$ cat src/rtl/miss_repair_engine_pkg.sv
// Shared types for the MSHR repair responder: ROB sizing, FSM state encoding and the
// captured repair request record.
package miss_repair_engine_pkg;

   localparam int ROB_ENTRIES = 32;
   localparam int ROB_IDX_W   = $clog2(ROB_ENTRIES);

   typedef enum logic [2:0] {
      IDLE      = 3'd0,
      ISSUE     = 3'd1,
      WAIT_RESP = 3'd2,
      WB        = 3'd3,
      DONE      = 3'd4
   } repair_state_e;

   typedef struct packed {
      logic [31:0]          addr;
      logic [31:0]          data;
      logic [ROB_IDX_W-1:0] rob_idx;
      logic                 is_store;
   } repair_req_t;

   // Bundle the MSHR request fields into the capture record.
   function automatic repair_req_t pack_req(input logic [31:0]          addr,
                                            input logic [31:0]          data,
                                            input logic [ROB_IDX_W-1:0] rob_idx,
                                            input logic                 is_store);
      repair_req_t r;
      r.addr     = addr;
      r.data     = data;
      r.rob_idx  = rob_idx;
      r.is_store = is_store;
      return r;
   endfunction

endpackage

$ cat src/rtl/miss_repair_engine.sv
// Responder for the MSHR repair handshake: one word load/store per repair, D$ fill and ROB writeback for loads.
// Latency: ack combinational in IDLE; memory request the next cycle; complete one cycle after store response or load writeback.
// Backpressure: memory request held until mem_req_ready_i, writeback held until ld_wb_ready_i; no ack while busy.
module miss_repair_engine
   import miss_repair_engine_pkg::*;
#(
   parameter int RESP_TIMEOUT = 64,
   parameter int MAX_RETRIES  = 3
) (
   input  logic                 clk_i,
   input  logic                 rst_ni,
   // MSHR side
   input  logic                 repair_req_i,
   input  logic [31:0]          repair_addr_i,
   input  logic [31:0]          repair_data_i,
   input  logic [ROB_IDX_W-1:0] repair_rob_idx_i,
   input  logic                 repair_is_store_i,
   output logic                 repair_ack_o,
   output logic                 repair_complete_o,
   // memory side
   output logic                 mem_req_valid_o,
   input  logic                 mem_req_ready_i,
   output logic                 mem_req_we_o,
   output logic [31:0]          mem_req_addr_o,
   output logic [31:0]          mem_req_wdata_o,
   input  logic                 mem_resp_valid_i,
   input  logic [31:0]          mem_resp_rdata_i,
   // D$ fill
   output logic                 fill_en_o,
   output logic [31:0]          fill_addr_o,
   output logic [31:0]          fill_data_o,
   // ROB / CDB load writeback
   output logic                 ld_wb_valid_o,
   input  logic                 ld_wb_ready_i,
   output logic [31:0]          ld_wb_data_o,
   output logic [ROB_IDX_W-1:0] ld_wb_rob_idx_o,
   output logic                 ld_wb_err_o,
   output logic                 err_o
);

   localparam int TMO_W = (RESP_TIMEOUT > 1) ? $clog2(RESP_TIMEOUT) : 1;
   localparam int RTY_W = (MAX_RETRIES > 0) ? $clog2(MAX_RETRIES + 1) : 1;
   localparam logic [TMO_W-1:0] TMO_LAST = TMO_W'(RESP_TIMEOUT - 1);
   localparam logic [RTY_W-1:0] RTY_MAX  = RTY_W'(MAX_RETRIES);

   repair_state_e    state_q;
   repair_req_t      cap_q;
   logic [31:0]      rdata_q;
   logic [TMO_W-1:0] tmo_q;
   logic [RTY_W-1:0] retry_q;

   // Ack is only offered from IDLE and is gated by reset so a request seen during reset is never taken.
   assign repair_ack_o = (state_q == IDLE) && repair_req_i && rst_ni;

   // Request, fill and writeback fields come straight from the capture/read-data registers, so they
   // are stable for as long as the corresponding valid is held.
   assign mem_req_we_o    = cap_q.is_store;
   assign mem_req_addr_o  = cap_q.addr;
   assign mem_req_wdata_o = cap_q.data;
   assign fill_addr_o     = cap_q.addr;
   assign fill_data_o     = rdata_q;
   assign ld_wb_data_o    = rdata_q;
   assign ld_wb_rob_idx_o = cap_q.rob_idx;

   // Repair FSM with registered strobes; each branch sets the outputs for the state it moves into.
   always_ff @(posedge clk_i) begin
      if (!rst_ni) begin
         state_q           <= IDLE;
         cap_q             <= '0;
         rdata_q           <= '0;
         tmo_q             <= '0;
         retry_q           <= '0;
         mem_req_valid_o   <= 1'b0;
         fill_en_o         <= 1'b0;
         ld_wb_valid_o     <= 1'b0;
         ld_wb_err_o       <= 1'b0;
         repair_complete_o <= 1'b0;
         err_o             <= 1'b0;
      end else begin
         // single-cycle strobes
         fill_en_o         <= 1'b0;
         repair_complete_o <= 1'b0;

         unique case (state_q)
            IDLE: begin
               if (repair_ack_o) begin
                  cap_q           <= pack_req(repair_addr_i, repair_data_i,
                                              repair_rob_idx_i, repair_is_store_i);
                  tmo_q           <= '0;
                  retry_q         <= '0;
                  mem_req_valid_o <= 1'b1;
                  state_q         <= ISSUE;
               end
            end

            ISSUE: begin
               if (mem_req_ready_i) begin
                  mem_req_valid_o <= 1'b0;
                  tmo_q           <= '0;
                  state_q         <= WAIT_RESP;
               end
            end

            WAIT_RESP: begin
               // A response takes priority over an expiry in the same cycle.
               if (mem_resp_valid_i) begin
                  if (cap_q.is_store) begin
                     repair_complete_o <= 1'b1;
                     state_q           <= DONE;
                  end else begin
                     rdata_q       <= mem_resp_rdata_i;
                     fill_en_o     <= 1'b1;
                     ld_wb_valid_o <= 1'b1;
                     ld_wb_err_o   <= 1'b0;
                     state_q       <= WB;
                  end
               end else if (tmo_q == TMO_LAST) begin
                  if (retry_q < RTY_MAX) begin
                     retry_q         <= retry_q + 1'b1;
                     mem_req_valid_o <= 1'b1;
                     state_q         <= ISSUE;
                  end else begin
                     // Retries exhausted: retire the miss with error; a load still owes the ROB a result.
                     err_o <= 1'b1;
                     if (cap_q.is_store) begin
                        repair_complete_o <= 1'b1;
                        state_q           <= DONE;
                     end else begin
                        rdata_q       <= '0;
                        ld_wb_valid_o <= 1'b1;
                        ld_wb_err_o   <= 1'b1;
                        state_q       <= WB;
                     end
                  end
               end else begin
                  tmo_q <= tmo_q + 1'b1;
               end
            end

            WB: begin
               if (ld_wb_ready_i) begin
                  ld_wb_valid_o     <= 1'b0;
                  ld_wb_err_o       <= 1'b0;
                  repair_complete_o <= 1'b1;
                  state_q           <= DONE;
               end
            end

            DONE: begin
               state_q <= IDLE;
            end

            default: begin
               state_q <= IDLE;
            end
         endcase
      end
   end

endmodule

$ cat config.mk
export PLATFORM = sky130hd
export DESIGN_NAME = miss_repair_engine
export DESIGN_NICKNAME = d
export VERILOG_FILES = /design/src/rtl/miss_repair_engine_pkg.sv /design/src/rtl/miss_repair_engine.sv
export SDC_FILE = /design/constraint.sdc
export NUM_CORES = 1
export LEC_CHECK = 0
export CAP_MARGIN = 20
export CORE_MARGIN = 5
export CORE_UTILIZATION = 25
export DETAILED_ROUTE_END_ITERATION = 10
export PLACE_DENSITY = 0.66
export SLEW_MARGIN = 15
export SYNTH_ARGS = -nofsm -noshare
export SYNTH_HDL_FRONTEND = slang
export SYNTH_SLANG_ARGS = --single-unit
$ cat constraint.sdc
create_clock -name clk_i -period 3.3 [get_ports clk_i]
set_input_delay 0.66 -clock clk_i [delete_from_list [all_inputs] [get_ports clk_i]]
set_output_delay 0.66 -clock clk_i [all_outputs]
set_load 0.01 [all_outputs]
Word level (Yosys, flattened, before mapping):

Index checks and enable logic that the tools add are counted.

* eq/ne operators: 15
* add/sub/neg operators: 2
* multiplexer cells: 48
* bitwise operators: 3
* order comparisons: 1
* reductions and logical operators: 17

Operator list (number)
* 32-bit two-way mux: 5
* 6-bit two-way mux: 4
* 1-bit two-way mux: 21
* 3-bit two-way mux: 7
* 2-bit != test (second input constant): 9
* 6-bit one-hot mux with 3 select lines: 1
* 4-bit AND reduction: 4
* 5-bit AND reduction: 3
* 3-bit one-hot mux with 4 select lines: 1
* 2-bit two-way mux: 4
* 6-bit by 1-bit adder with 6-bit output (second input constant): 1
* 3-bit by 2-bit equality test with 1-bit output (second input constant): 2
* 6-bit equality test (second input constant): 1
* 3-bit != test (second input constant): 2
* 1-bit one-hot mux with 2 select lines: 3
* 6-bit AND reduction: 1
* 2-bit nonzero test: 3
* 2-bit one-hot mux with 2 select lines: 1
* 3-bit by 1-bit equality test with 1-bit output (second input constant): 1
* 3-bit logical NOT: 1
* 1-bit inverter: 3
* 1-bit one-hot mux with 3 select lines: 1
* 3-bit AND reduction: 1
* 3-bit nonzero test: 1
* other kinds (4): 5

* register bits after elaboration: 119
* input port bits: 108

Longest topological paths before layout:

Gate-level depths: netlist of the first run.

* depth after elaboration: 5
* mapped depth: 7
* mapped depth without buffers: 5

Worst setup path after synthesis of the first run:

No wires, ideal clock.

* path kind: input to output
* start: input port rst_ni
* end: output port repair_ack_o
* setup slack: 1.194 ns
* data arrival time: 1.446 ns
* data required time: 2.640 ns
* buffers on the path: 2
* cell stages on the path: 4
* cells stage by stage: nand2_1 nor4_2 buf_2 buf_2

* longest elaborated chain between the ends: 1

RTL lines
* start: declaration: line miss_repair_engine.sv:11 `input logic rst_ni,`
* 1-bit logical AND: line miss_repair_engine.sv:53 `assign repair_ack_o = (state_q == IDLE) && repair_req_i && rst_ni;`
* end: declaration: line miss_repair_engine.sv:18 `output logic repair_ack_o,`

No other way between the ends.

Worst setup path in the final report of the first run:

* start: input port repair_req_i
* end: output port repair_ack_o

* longest elaborated chain between the ends: 2

RTL lines
* start: declaration: line miss_repair_engine.sv:13 `input logic repair_req_i,`
* 1-bit logical AND (2 in a row): line miss_repair_engine.sv:53

No other way between the ends.

==> results.ini, run 1 <==
[min_path]
hold_depth=2
holdCritPathClass=reg -> reg
min_to=mem_req_wdata_o[22]
min_from=mem_req_wdata_o[22]

[sta]
setup_violations=0
rsz0062_at_grt=no
tightestPinTransition_ns=0.587
slew_headroom_pct=60.6
post-route-period-util_pct=86.1
hold_ws_ns=0.455
hold_viol_final=0
fmax_ghz=0.352
final.setup.tns_ns=0
min_period_ns=2.84
skew_ns=0.00920
drv_slew=0

[logic_synthesis]
syn_area_um2=5010
syn_nets=737
yosysTopAreaCell=dfxtp_1
ys_dominant_reg_cell=dfxtp_1
async_flop_share_pct=0
ys_warn_count=0
synth_top_area_share_pct=47.6
synth_area_leaders=dfxtp_1 (48%), nand2_1 (14%), o21ai_0 (11%)
synth_most_common_cell=nand2_1
ys_seq_elements=119
yosysUniqueCellTypes=42
syn_area_per_cell_um2=7.99
yosysSeqAreaShare_pct=47.6
synthCells=627
synth_edf_count=0
ys_top_cells_by_count=nand2_1 (187), dfxtp_1 (119), o21ai_0 (106), buf_4 (67), a21oi_1 (39)

[routing]
dr_total_vias=4908
wirelength_um=16200
dr.pass1.iters=4
drc=0
drt.antenna.violating_nets=0
drt_iter0_markers=252
vias_per_cell=4.45
wire_per_inst_um=14.7

[flow_run]
drv_cap=0

[clock_network]
clockRootBuffer=clkbuf_16
clock_latency_ns=0.41
cts_resized=0
clock-sinks=119
clk_path_buf_depth=2
cts_buffers=17
postCtsSetupBuffers=0
cts_tree=yes
ctsHoldBuffers=0
h-tree-depth=4
clk_pin_slew_ns=0.06

[setup_path]
cp-end-kind=primary output
worstRegToRegCells=5
crit_type=in -> out
max_stage_delay_ns=0.62
cp_common_cell=clkdlybuf4s50_1
path_buf_inv=2
critPathRequiredTime_ns=2.64
reg2reg_from=state_q[1]
crit_chain=clkdlybuf4s50_1 -> nand2_1 -> nor4_4 -> clkdlybuf4s50_1
path_delay_family=buffers and inverters
startpoint_type=input port
r2r-end=fill_data_o[27]
critPathArrivalTime_ns=2.18
slowest_stage=clkdlybuf4s50_1
cp_max_fo=2
reg2reg_slack_ns=1.25

[cells_and_area]
fill_cells=1986
n_antenna_cell=0
syn2layout_area_growth_pct=61.4
finish.utilization_pct=41.3
drive_gt1_share_pct=5.50
layout.nets=934

[placed_design]
hpwl_um=11700
place.port_buffers=280
routabilityCongestion=0.790

[run_status]
status=completed

[power]
comb_power_share_pct=29.1
ir_worst_vdd_mv=0.320
power_frac_seq_pct=36.1
power_density_nw_per_um2=640
swShare_pct=31.3
power_mw=5.17
p_clk_share_pct=34.8
power.switching_mw=1.62
power.internal_mw=3.55
leakage_nw=2.82

[grt]
grt_pass1_wl_um=24600
grt_max_degree=141
grt_pass1_vias=4658
grt_usage_pct=13.6
grt_antenna_before_repair=0
overflow=0

[floorplanning]
initial_core_util_pct=25.6
die_y_um=152
rows=51
fp.dieW_um=152
coreArea_um2=19600
die_area_um2=23000
pin_count=281

## per-stage QoR
stage | instances | setup WS (ns) | instance area [um^2]
floorplan | 627 | 1.19 | 5010
global placement | 1070 | 0.436 | 7510
detailed placement | 1070 | 0.427 | 7510
CTS | 1102 | 0.409 | 8080
global route | 1102 | 0.378 | 8080
finish | 1102 | 0.460 | 8080
## worst max-delay path by stage
| stage | endpoint | slack (ns) | cells past startpoint | from |
|---|---|---|---|---|
| finish | repair_ack_o | 0.46 | 4 | repair_req_i |
| global route | repair_ack_o | 0.38 | 4 | repair_req_i |
| CTS | repair_ack_o | 0.41 | 4 | repair_req_i |
| detailed placement | repair_ack_o | 0.43 | 4 | repair_req_i |
| global placement | repair_ack_o | 0.44 | 4 | repair_req_i |
| floorplan | repair_ack_o | 1.19 | 4 | rst_ni |
## flip-flops by register name, summed over array words and instances (netlist names)
name	cells
fill_data_o	32
mem_req_wdata_o	32
ld_wb_rob_idx_o	5
ld_wb_err_o	1
err_o	1
state_q	3
tmo_q	6
mem_req_valid_o	1
fill_addr_o	32
retry_q	2
mem_req_we_o	1
fill_en_o	1
repair_complete_o	1
ld_wb_valid_o	1
## layout by cell type (no fill, tap or decap), types with 2 or more instances in the layout
master           instances
inv_6                    5
a21o_1                   2
clkinvlp_4               2
inv_1                    6
o32ai_1                  2
clkdlybuf4s50_1        279
or3_1                    4
a31oi_1                  3
nand2_1                187
o21ai_1                  2
a21oi_1                 39
buf_4                    6
mux2i_1                  4
a311oi_1                 3
o21ai_0                106
nand3_1                  4
nor3_1                   5
dfxtp_1                119
a41oi_1                  2
ha_1                     2
clkinv_4                 5
clkbuf_16               17
nor2_1                   5
a211oi_1                 3
## tightest hold or removal path, cell delays in order (launching register included)
cell and delay (ns):
dfxtp_1 0.31, nand2_1 0.05, o21ai_0 0.06
## cell families after synthesis
logic type,Yosys count,synth area share [%]
compound gates,169,18.5
fa+ha+maj,2,0.500
buf+inv,115,14.4
flops,119,47.6
mux,4,0.800
simple gates,218,18.2
## power groups by stage
| stage | combinational (mW) | sequential, mW | clock [mW] |
|---|---|---|---|
| 2_1_floorplan | 0.692 | 1.94 | 0 |
| 3_3_place_gp | 1.51 | 1.89 | 0 |
| 3_5_place_dp | 1.52 | 1.90 | 0 |
| 4_1_cts | 1.53 | 1.87 | 1.86 |
| 5_1_grt | 1.64 | 1.90 | 1.94 |
| 6_report | 1.50 | 1.87 | 1.80 |
## per-layer routing
layer / share of wire [%] / track usage [%] / vias up
li1: - / - / 2426
met4: 0.99 / 4.94 / 0
met3: 13 / 6.87 / 10
met2: 46 / 21.5 / 241
met1: 40 / 15.7 / 2231
met5: 0 / 0 / -
## cell type report
cell class / instances / area [um^2] / area share, %
Clock buffer: 18 / 429 / 5.31
Clock inverter: 14 / 144 / 1.78
Inverter: 6 / 22.5 / 0.279
Multi-Input combinational cell: 393 / 1910 / 23.6
Sequential cell: 119 / 2380 / 29.5
Tap cell: 265 / 332 / 4.10
Timing Repair Buffer: 287 / 2860 / 35.4
Power figures use the tool's default switching activity.
==> inputs of run 2 (changes only) <==
--- a/config.mk
+++ b/config.mk
@@ -10,6 +10,7 @@
 export CORE_UTILIZATION = 25
 export DETAILED_ROUTE_END_ITERATION = 10
 export PLACE_DENSITY = 0.66
+export SKIP_LAST_GASP = 1
 export SLEW_MARGIN = 15
 export SYNTH_ARGS = -nofsm -noshare
 export SYNTH_HDL_FRONTEND = slang
==> results of run 2 <==
No change in the layout: final DEF, timing and power equal those of run 1.
